**src/rtl/d20_pkg.sv**
```systemverilog
// Shared types and constants for the d20 roller display path.
package d20_pkg;

    localparam int unsigned DIE_W = 5;

    typedef logic [DIE_W-1:0] die_t;

    localparam die_t DIE_MIN = 5'd1;
    localparam die_t DIE_MAX = 5'd20;

    typedef enum logic [1:0] {
        SHOW_LAST = 2'd0,
        SHOW_MAX  = 2'd1,
        SHOW_MIN  = 2'd2,
        SHOW_HIST = 2'd3
    } show_sel_e;

    typedef enum logic {
        IDLE  = 1'b0,
        FLASH = 1'b1
    } flash_state_e;

    // True when v is a face the die can actually show.
    function automatic logic die_legal(die_t v);
        return (v >= DIE_MIN) && (v <= DIE_MAX);
    endfunction

endpackage

```
**src/rtl/d20_bin2bcd.sv**
```systemverilog
// Combinational die value (0..20) to two BCD digits.
// Ports:
//   value_i   die value to convert
//   tens_c_o  tens digit (0..2)
//   ones_c_o  ones digit (0..9)
module d20_bin2bcd
    import d20_pkg::*;
(
    input  die_t       value_i,
    output logic [3:0] tens_c_o,
    output logic [3:0] ones_c_o
);

    logic [4:0] tens_x10_c;

    // Range is tiny, so thresholds beat a general double-dabble.
    always_comb begin
        tens_c_o   = 4'd0;
        tens_x10_c = 5'd0;
        if (value_i >= 5'd20) begin
            tens_c_o   = 4'd2;
            tens_x10_c = 5'd20;
        end else if (value_i >= 5'd10) begin
            tens_c_o   = 4'd1;
            tens_x10_c = 5'd10;
        end
        ones_c_o = 4'(value_i - tens_x10_c);
    end

endmodule

```
**src/rtl/d20_roll_tracker.sv**
```systemverilog
// Roll history/statistics tracker with registered BCD display output and
// a crit/fumble blink controller.
// Ports:
//   clk, reset      clock; synchronous active-high reset
//   roll_valid      one-cycle strobe qualifying roll_value
//   roll_value      die result, legal 1..20
//   clear           synchronous statistics clear
//   show_sel        display source: last / max / min / history
//   hist_idx        history entry, 0 = most recent
//   bcd_tens/ones   registered digits of the selected value
//   disp_blank      display blanked (blink off phase)
//   crit/fumble     flash active because of a 20 / a 1
//   roll_count      accepted rolls, saturating at 255
//   err_sticky      an illegal value was strobed since reset/clear
module d20_roll_tracker
    import d20_pkg::*;
#(
    parameter int unsigned HIST_DEPTH  = 8,
    parameter int unsigned FLASH_TICKS = 50_000_000,
    parameter int unsigned BLINK_TICKS = 6_250_000
) (
    input  logic                          clk,
    input  logic                          reset,
    input  logic                          roll_valid,
    input  logic [4:0]                    roll_value,
    input  logic                          clear,
    input  logic [1:0]                    show_sel,
    input  logic [$clog2(HIST_DEPTH)-1:0] hist_idx,
    output logic [3:0]                    bcd_tens,
    output logic [3:0]                    bcd_ones,
    output logic                          disp_blank,
    output logic                          crit,
    output logic                          fumble,
    output logic [7:0]                    roll_count,
    output logic                          err_sticky
);

    localparam int unsigned IDX_W   = $clog2(HIST_DEPTH);
    localparam int unsigned FLASH_W = (FLASH_TICKS > 1) ? $clog2(FLASH_TICKS) : 1;
    localparam int unsigned BLINK_W = (BLINK_TICKS > 1) ? $clog2(BLINK_TICKS) : 1;
    localparam int unsigned CNT_W   = 8;

    localparam logic [FLASH_W-1:0] FLASH_LOAD = FLASH_W'(FLASH_TICKS - 1);
    localparam logic [BLINK_W-1:0] BLINK_LOAD = BLINK_W'(BLINK_TICKS - 1);
    localparam logic [CNT_W-1:0]   CNT_SAT    = 8'hFF;

    // ---------------- roll qualification ----------------
    logic roll_ok_c;
    logic roll_bad_c;
    logic is_crit_c;
    logic is_fumble_c;

    // clear discards any roll presented in the same cycle
    assign roll_ok_c   = roll_valid && die_legal(roll_value) && !clear;
    assign roll_bad_c  = roll_valid && !die_legal(roll_value);
    assign is_crit_c   = (roll_value == DIE_MAX);
    assign is_fumble_c = (roll_value == DIE_MIN);

    // ---------------- history and statistics ----------------
    die_t              hist_q [HIST_DEPTH];
    logic [IDX_W-1:0]  wr_ptr_q;
    die_t              last_q;
    die_t              max_q;
    die_t              min_q;
    logic [CNT_W-1:0]  cnt_q;
    logic              err_q;

    // History ring, last/max/min, saturating count and sticky error.
    always_ff @(posedge clk) begin
        if (reset || clear) begin
            hist_q   <= '{default: '0};
            wr_ptr_q <= '0;
            last_q   <= '0;
            max_q    <= '0;
            min_q    <= '0;
            cnt_q    <= '0;
            err_q    <= 1'b0;
        end else begin
            if (roll_ok_c) begin
                hist_q[wr_ptr_q] <= roll_value;
                wr_ptr_q         <= wr_ptr_q + IDX_W'(1);
                last_q           <= roll_value;
                if (cnt_q != CNT_SAT) begin
                    cnt_q <= cnt_q + CNT_W'(1);
                end
                // first roll after reset/clear seeds both extremes
                if ((cnt_q == '0) || (roll_value > max_q)) begin
                    max_q <= roll_value;
                end
                if ((cnt_q == '0) || (roll_value < min_q)) begin
                    min_q <= roll_value;
                end
            end
            if (roll_bad_c) begin
                err_q <= 1'b1;
            end
        end
    end

    // ---------------- display source select ----------------
    logic [IDX_W-1:0] rd_ptr_c;
    die_t             sel_val_c;

    // Unwritten slots are zero, so out-of-range indices naturally read 0.
    assign rd_ptr_c = wr_ptr_q - IDX_W'(1) - hist_idx;

    always_comb begin
        sel_val_c = '0;
        case (show_sel_e'(show_sel))
            SHOW_LAST: sel_val_c = last_q;
            SHOW_MAX:  sel_val_c = max_q;
            SHOW_MIN:  sel_val_c = min_q;
            SHOW_HIST: sel_val_c = hist_q[rd_ptr_c];
            default:   sel_val_c = '0;
        endcase
    end

    logic [3:0] tens_c;
    logic [3:0] ones_c;
    logic [3:0] bcd_tens_q;
    logic [3:0] bcd_ones_q;

    d20_bin2bcd u_bin2bcd (
        .value_i  (sel_val_c),
        .tens_c_o (tens_c),
        .ones_c_o (ones_c)
    );

    // Digit register: one cycle behind the tracked state and selectors.
    always_ff @(posedge clk) begin
        if (reset) begin
            bcd_tens_q <= '0;
            bcd_ones_q <= '0;
        end else begin
            bcd_tens_q <= tens_c;
            bcd_ones_q <= ones_c;
        end
    end

    // ---------------- flash / blink FSM ----------------
    flash_state_e       state_q,     state_d;
    logic [FLASH_W-1:0] flash_cnt_q, flash_cnt_d;
    logic [BLINK_W-1:0] blink_cnt_q, blink_cnt_d;
    logic               blank_q,     blank_d;
    logic               crit_q,      crit_d;
    logic               fumble_q,    fumble_d;

    // FSM state and flash output register.
    always_ff @(posedge clk) begin
        if (reset) begin
            state_q     <= IDLE;
            flash_cnt_q <= '0;
            blink_cnt_q <= '0;
            blank_q     <= 1'b0;
            crit_q      <= 1'b0;
            fumble_q    <= 1'b0;
        end else begin
            state_q     <= state_d;
            flash_cnt_q <= flash_cnt_d;
            blink_cnt_q <= blink_cnt_d;
            blank_q     <= blank_d;
            crit_q      <= crit_d;
            fumble_q    <= fumble_d;
        end
    end

    // Next state: countdown first, then roll events, then clear override.
    always_comb begin
        state_d     = state_q;
        flash_cnt_d = flash_cnt_q;
        blink_cnt_d = blink_cnt_q;
        blank_d     = blank_q;
        crit_d      = crit_q;
        fumble_d    = fumble_q;

        case (state_q)
            IDLE: begin
                blank_d  = 1'b0;
                crit_d   = 1'b0;
                fumble_d = 1'b0;
            end
            FLASH: begin
                if (flash_cnt_q == '0) begin
                    state_d  = IDLE;
                    blank_d  = 1'b0;
                    crit_d   = 1'b0;
                    fumble_d = 1'b0;
                end else begin
                    flash_cnt_d = flash_cnt_q - FLASH_W'(1);
                    if (blink_cnt_q == '0) begin
                        blink_cnt_d = BLINK_LOAD;
                        blank_d     = !blank_q;
                    end else begin
                        blink_cnt_d = blink_cnt_q - BLINK_W'(1);
                    end
                end
            end
            default: state_d = IDLE;
        endcase

        if (roll_ok_c) begin
            if (is_crit_c || is_fumble_c) begin
                // (re)start the flash with the phase ON
                state_d     = FLASH;
                flash_cnt_d = FLASH_LOAD;
                blink_cnt_d = BLINK_LOAD;
                blank_d     = 1'b0;
                crit_d      = is_crit_c;
                fumble_d    = is_fumble_c;
            end else begin
                // an ordinary roll cancels any flash in progress
                state_d  = IDLE;
                blank_d  = 1'b0;
                crit_d   = 1'b0;
                fumble_d = 1'b0;
            end
        end

        if (clear) begin
            state_d  = IDLE;
            blank_d  = 1'b0;
            crit_d   = 1'b0;
            fumble_d = 1'b0;
        end
    end

    assign bcd_tens   = bcd_tens_q;
    assign bcd_ones   = bcd_ones_q;
    assign disp_blank = blank_q;
    assign crit       = crit_q;
    assign fumble     = fumble_q;
    assign roll_count = cnt_q;
    assign err_sticky = err_q;

endmodule

```
**config.mk**
```make
export PLATFORM = sky130hd
export DESIGN_NAME = d20_roll_tracker
export DESIGN_NICKNAME = d
export VERILOG_FILES = /design/src/rtl/d20_pkg.sv /design/src/rtl/d20_bin2bcd.sv /design/src/rtl/d20_roll_tracker.sv
export SDC_FILE = /design/constraint.sdc
export NUM_CORES = 1
export LEC_CHECK = 0
export CORE_AREA = 2 2 109 111
export DETAILED_ROUTE_END_ITERATION = 8
export DIE_AREA = 0 0 111 113
export GPL_TIMING_DRIVEN = 0
export MAX_ROUTING_LAYER = met4
export PLACE_DENSITY_LB_ADDON = 0.15
export SYNTH_ARGS = -nofsm -noshare
export SYNTH_HDL_FRONTEND = slang
export SYNTH_SLANG_ARGS = --single-unit
```
**constraint.sdc**
```tcl
create_clock -name clk -period 7.2 [get_ports clk]
set_clock_uncertainty 0.2 [all_clocks]
set_input_delay 1.44 -clock clk [delete_from_list [all_inputs] [get_ports clk]]
set_output_delay 1.44 -clock clk [all_outputs]
set_load 0.01 [all_outputs]
```
Yosys cells after proc, flatten, opt, wreduce, memory -nomap -nowiden. Index checks and enable logic that the tools add are counted.

Bitwise operators: 3. Reductions and logical operators: 22. Multiplexer cells: 33. Add/subtract/negate cells: 7. Equal/unequal tests: 8. Order comparisons: 9.

Operators with widths (number): $mux W23 (5); $mux W26 (4); $bwmux W40 (1); $logic_not A26 Y1 (1); $sub A26 B1 Y26 const B (1); $logic_not A23 Y1 (1); $sub A23 B1 Y23 const B (1); $pmux W5 S4 (1); $bmux W5 S3 (1); $demux W5 S3 (1); $mux W5 (3); $mux W1 (12); $add A8 B1 Y8 const B (1); $ge A4 B4 Y1 const B (2); $logic_not A8 Y1 (1); $mux W4 (2); $ne A8 B8 Y1 const B (1); $not A3 Y4 (2); $reduce_and A2 Y1 (3); $eq A5 B1 Y1 const B (1); $eq A5 B5 Y1 const B (1); $ge A5 B1 Y1 const B (1); $ge A5 B4 Y1 const B (1); $ge A5 B5 Y1 const B (1); other kinds (21) (33).

Flip-flop bits (word level): 128. Logic and storage cells: 105.

Longest topological paths before layout.
Depth in word-level cells: 11. Gate-level depth with buffers: 14. Gate-level depth less buffers: 13.

By module. A second synthesis with hierarchy kept.

Cells, all modules: 726. Area total of the unflattened synthesis: 6483.7 um2.

By module, submodules not included: d20_roll_tracker (seq. area each 2562.5 um2, area an instance 6351.1 um2, instances 1, cells an instance 707); d20_bin2bcd (seq. area each 0.0 um2, area an instance 132.6 um2, instances 1, cells an instance 19).

Worst setup path before layout. No wires, ideal clock.

Path kind: input to register. Start: input hist_idx[0]. End: register bcd_ones_q[3], in the netlist bcd_ones[3]. Cell stages on the path: 13. Setup time: 0.128 ns. Data required time: 6.872 ns. Path buffers: 1. Path slack: 2.186 ns. Arrival time: 4.687 ns. Path through: inv_1 ha_1 fa_1 clkbuf_1 mux4_2 mux2_2 a221oi_1 nand2b_1 o21ai_0 ha_1 fa_1 xnor2_1 nor2_1.

Longest elaborated chain between the ends: 10.

Ends and longest elaborated chain: start, declared (RTL line d20_roll_tracker.sv:28) `input logic [$clog2(HIST_DEPTH)-1:0] hist_idx,`; $sub A3 B3 Y3 * (RTL line d20_roll_tracker.sv:105) `assign rd_ptr_c = wr_ptr_q - IDX_W'(1) - hist_idx;`; $not A3 Y4 (implied by the code) * (RTL line d20_roll_tracker.sv:113) `SHOW_HIST: sel_val_c = hist_q[rd_ptr_c];`; $bmux W5 S3 * (RTL line d20_roll_tracker.sv:113); $mux W5 (implied by the code) * (2 in a row) (RTL line d20_roll_tracker.sv:113); $pmux W5 S4 * (RTL line d20_roll_tracker.sv:109) `case (show_sel_e'(show_sel))`; $ge A5 B4 Y1 (RTL line d20_bin2bcd.sv:23) `end else if (value_i >= 5'd10) begin`; $mux W4 (RTL line d20_bin2bcd.sv:23); $mux W4 (RTL line d20_bin2bcd.sv:20) `if (value_i >= 5'd20) begin`; $sub A4 B4 Y4 * (RTL line d20_bin2bcd.sv:27) `ones_c_o = 4'(value_i - tens_x10_c);`; end signal, assigned (RTL line d20_roll_tracker.sv:136) `bcd_ones_q <= ones_c;`; end, declared (RTL line d20_roll_tracker.sv:121) `logic [3:0] bcd_ones_q;`.

Every way passes the cells marked *; elsewhere a longest branch is shown, timed or not. The select of a mux whose other input is x is not followed. A chain may end at the register's enable or synchronous reset.

Final worst setup path. Ends and elaborated chain as after synthesis.

==> results by group <==
Worst setup path
  – CP startpoint kind: input pin
  – Max incr delay on CP: 0.59 ns
  – CP Class: input pin to register
  – Critical-path cell list: clkdlybuf4s50_1 -> inv_1 -> ha_1 -> fa_1 -> clkbuf_1 -> mux4_2 -> mux2_2 -> a221oi_1 -> nand2b_1 -> o21ai_0 -> ha_1 -> fa_1 -> xnor2_1 -> nor2_1
  – Crit path depth: 14
  – RR Startpoint: wr_ptr_q[0]$_SDFFE_PP0P_
  – Largest delay contributor family on the critical path: adder cells
  – Arrival time worst endpoint: 5.66 ns
  – Crit path max fanout: 10
  – Worst R2R Setup Slack: 2.83 ns
  – Crit path buf inv count: 3
  – Origin of the worst setup path: hist_idx[0]
  – Cells on worst reg2reg path: 12
  – Critical Path End: bcd_ones[3]$_SDFF_PP0_
  – Crit Reg-Reg Endpoint: bcd_ones[3]$_SDFF_PP0_
  – Worst Path Required: 7.28 ns
  – Critical path capture point type: register
  – CP max-delay cell: mux4_2

Outcome
  – Status: complete, no violations

Route
  – DR vias/cell: 5.59
  – Drt pass-1 iters: 5
  – Antenna viol nets, final: 0
  – Residual DRC count: 0
  – WL/cell: 15.7 µm
  – Initial DRC count: 315
  – Vias post-DR: 4,934
  – Routed Wire Length: 13,900 µm

Timing
  – RSZ-0062 raised after global routing: false
  – Tmin final: 5.58 ns
  – F_max: 179 MHz
  – Slew HR: 0.514
  – Period utilisation layout: 0.775
  – Max Slew Vio Count: 0
  – Setup-failing EPs final: 0
  – Hold Fails Final Rpt: 0
  – Final worst-path setup slack: 1.62 ns
  – TNS Setup: 0 ns
  – Worst slew pin tran: 0.726 ns

Floorplan
  – Die X: 111 µm
  – Die height: 113 µm
  – Initial core utilization: 0.545
  – Row count: 39
  – Core Region: 0.0113 mm²
  – DIE AREA: 0.0125 mm²
  – Num ports: 34

Logic synthesis
  – Synth top area cells: dfxtp_1 41%, mux2i_1 8.6%, nor2_1 6.4%
  – FFs w/ async S/R, synth: 0
  – Syn Std Cell Area: 0.00614 mm²
  – Sequential fraction of the synthesis area: 0.411
  – Top FF cell, synth: dfxtp_1
  – Cell with the most instances after synthesis: dfxtp_1
  – Post-synth EDFFs: 0
  – Synth Area per Inst: 9.06 µm²
  – Yosys cell types: 61
  – Synth cell count leaders: 126 x dfxtp_1, 105 x nor2_1, 53 x mux2i_1, 50 x a21oi_1, 46 x nand2_1
  – Yosys top cell by area: dfxtp_1
  – Flops & latches, synth: 126
  – Share of Yosys cell area claimed by the top area cell type: 0.411
  – Synth warn: 0
  – Cells after synthesis: 678

Layout
  – Non-filler cells, final: 883
  – Synthesis-to-finish area growth: 16.7%
  – # diodes: 0
  – Design area: 0.00717 mm²
  – Fin nets: 760
  – Share of post-route cells with drive strength above 1: 0.0878
  – FILL cells: 958

Global routing
  – Residual overflow from global routing: 0
  – First-pass GRT wire length: 23,100 µm
  – Initial antenna violation count: 0
  – Global Route Usage Sum: 0.237
  – Largest net degree at the start of global routing: 17
  – Number of global-route vias before repair: 4,843

Placement
  – DP Wirelength: 9940 µm
  – Placed cell count: 851
  – # port buffers: 29
  – Dpl cell area: 0.00662 mm²
  – Pre-CTS setup slack: 1.18 ns
  – Final GP Congestion: 0.861

Clock network
  – Num CTS Buffers: 17
  – Level count of the clock H-tree: 4
  – Hold bufs inserted after CTS: 0
  – Setup bufs post-CTS: 0
  – Clock Latency Late Sink: 0.41 ns
  – CTS tree: done
  – Clock sinks: 126
  – Clk slew on worst S/H paths: 0.05 ns
  – Clock tree buffer depth: 2
  – CTS root buf: clkbuf_16
  – CTS resizes: 0

Pwr
  – P_sw: 361 µW
  – Logic pwr share: 0.064
  – VDD IR-drop max: 215 µV
  – Clk network pwr share: 0.497
  – Power Density: 225 mW/mm²
  – Switch share: 0.224
  – Lkg Pwr: 0.00281 µW
  – Internal: 1250 µW
  – Sequential power share: 0.439

Min path
  – Hold crit path type: register to register

Job
  – Max_cap viols: 0
==> logic make-up (layout without fill, tap and decap cells) <==
logic type,count (synthesis),count (layout),synth area share
xor+xnor,44,44,0.0650
compound gates,94,94,0.0905
simple gates,261,261,0.212
flops,126,126,0.411
mux,70,70,0.140
other cells,1,2,0.000611
fa+ha+maj,19,19,0.0411
buf+inv,63,124,0.0407
==> tightest hold or removal path, stage by stage, from the launching register on <==
cell and delay (ns):
dfxtp_1 0.31, inv_1 0.05, a21oi_1 0.05
==> placed cells by master (no fill, tap or decap), types with 3 or more instances in the layout <==
master             n
clkbuf_16         17
nand4b_1           3
nor2b_1            8
nand4_1            3
o21ai_0           14
nor4_1            14
nand3_1           18
xnor2_1           30
clkbuf_8           4
o21a_1             5
ha_1              17
dfxtp_1          126
buf_2              5
or3_1             11
nor3_1            17
clkinv_2           6
a31oi_1            5
xor2_1            13
a21oi_1           50
nor2_1           105
inv_1             25
mux2i_1           53
nor3b_1            3
nand2_1           46
and3_1             3
a21o_1             4
clkbuf_1          34
and2_1             3
clkdlybuf4s50_1   29
nand2b_1           8
or4_1              3
mux2_2             5
mux4_2            12
o22ai_1            3
==> worst min-delay path by stage <==
stage                            startpoint                      end  depth (start not counted)
floorplan             max_q[4]$_SDFFE_PP0P_    max_q[4]$_SDFFE_PP0P_                          2
global placement    err_sticky$_SDFFE_PP0P_  err_sticky$_SDFFE_PP0P_                          2
detailed placement  err_sticky$_SDFFE_PP0P_  err_sticky$_SDFFE_PP0P_                          2
CTS                 err_sticky$_SDFFE_PP0P_  err_sticky$_SDFFE_PP0P_                          2
global route        err_sticky$_SDFFE_PP0P_  err_sticky$_SDFFE_PP0P_                          2
finish              err_sticky$_SDFFE_PP0P_  err_sticky$_SDFFE_PP0P_                          2
==> registers in the layout (all words and copies together) (netlist names) <==
signal       count
hist_q          40
flash_cnt_q     26
blink_cnt_q     23
roll_count       8
last_q           5
max_q            5
min_q            5
bcd_ones         4
wr_ptr_q         3
bcd_tens         2
crit             1
disp_blank       1
err_sticky       1
fumble           1
state_q          1
==> routing by layer <==
metal | part of all wire | up-vias | GRT usage
li1 | - | 2458 | -
met5 | 0 | - | -
met1 | 0.44 | 2370 | 0.267
met3 | 0.036 | 19 | 0.0659
met4 | 0.014 | 0 | 0.0783
met2 | 0.51 | 87 | 0.409
==> stage by stage <==
step	total power, µW	utilization	hold slack (ns)
floorplan	793	-	0.245
CTS	1620	0.636	0.254
detailed placement	826	0.587	0.247
global route	1670	0.636	0.283
global placement	824	0.587	0.238
finish	1610	0.636	0.251
==> power groups by stage <==
| stage | Combinational, µW | Clock (µW) | Sequential [µW] |
|---|---|---|---|
| 2_1_floorplan | 70.9 | 0 | 722 |
| 3_3_place_gp | 102 | 0 | 722 |
| 3_5_place_dp | 104 | 0 | 722 |
| 4_1_cts | 104 | 809 | 708 |
| 5_1_grt | 115 | 844 | 708 |
| 6_report | 104 | 801 | 708 |
==> layout make-up <==
type	count	area (µm²)	share of cell area
Multi-Input combinational cell	490	3370	0.470
Sequential cell	126	2520	0.352
Clock buffer	25	495	0.0691
Timing Repair Buffer	29	290	0.0405
Tap cell	143	179	0.0250
Buffer	38	156	0.0218
Inverter	25	93.8	0.0131
Clock inverter	7	60.1	0.00838
Note: power is estimated with default switching activity, not from simulation.
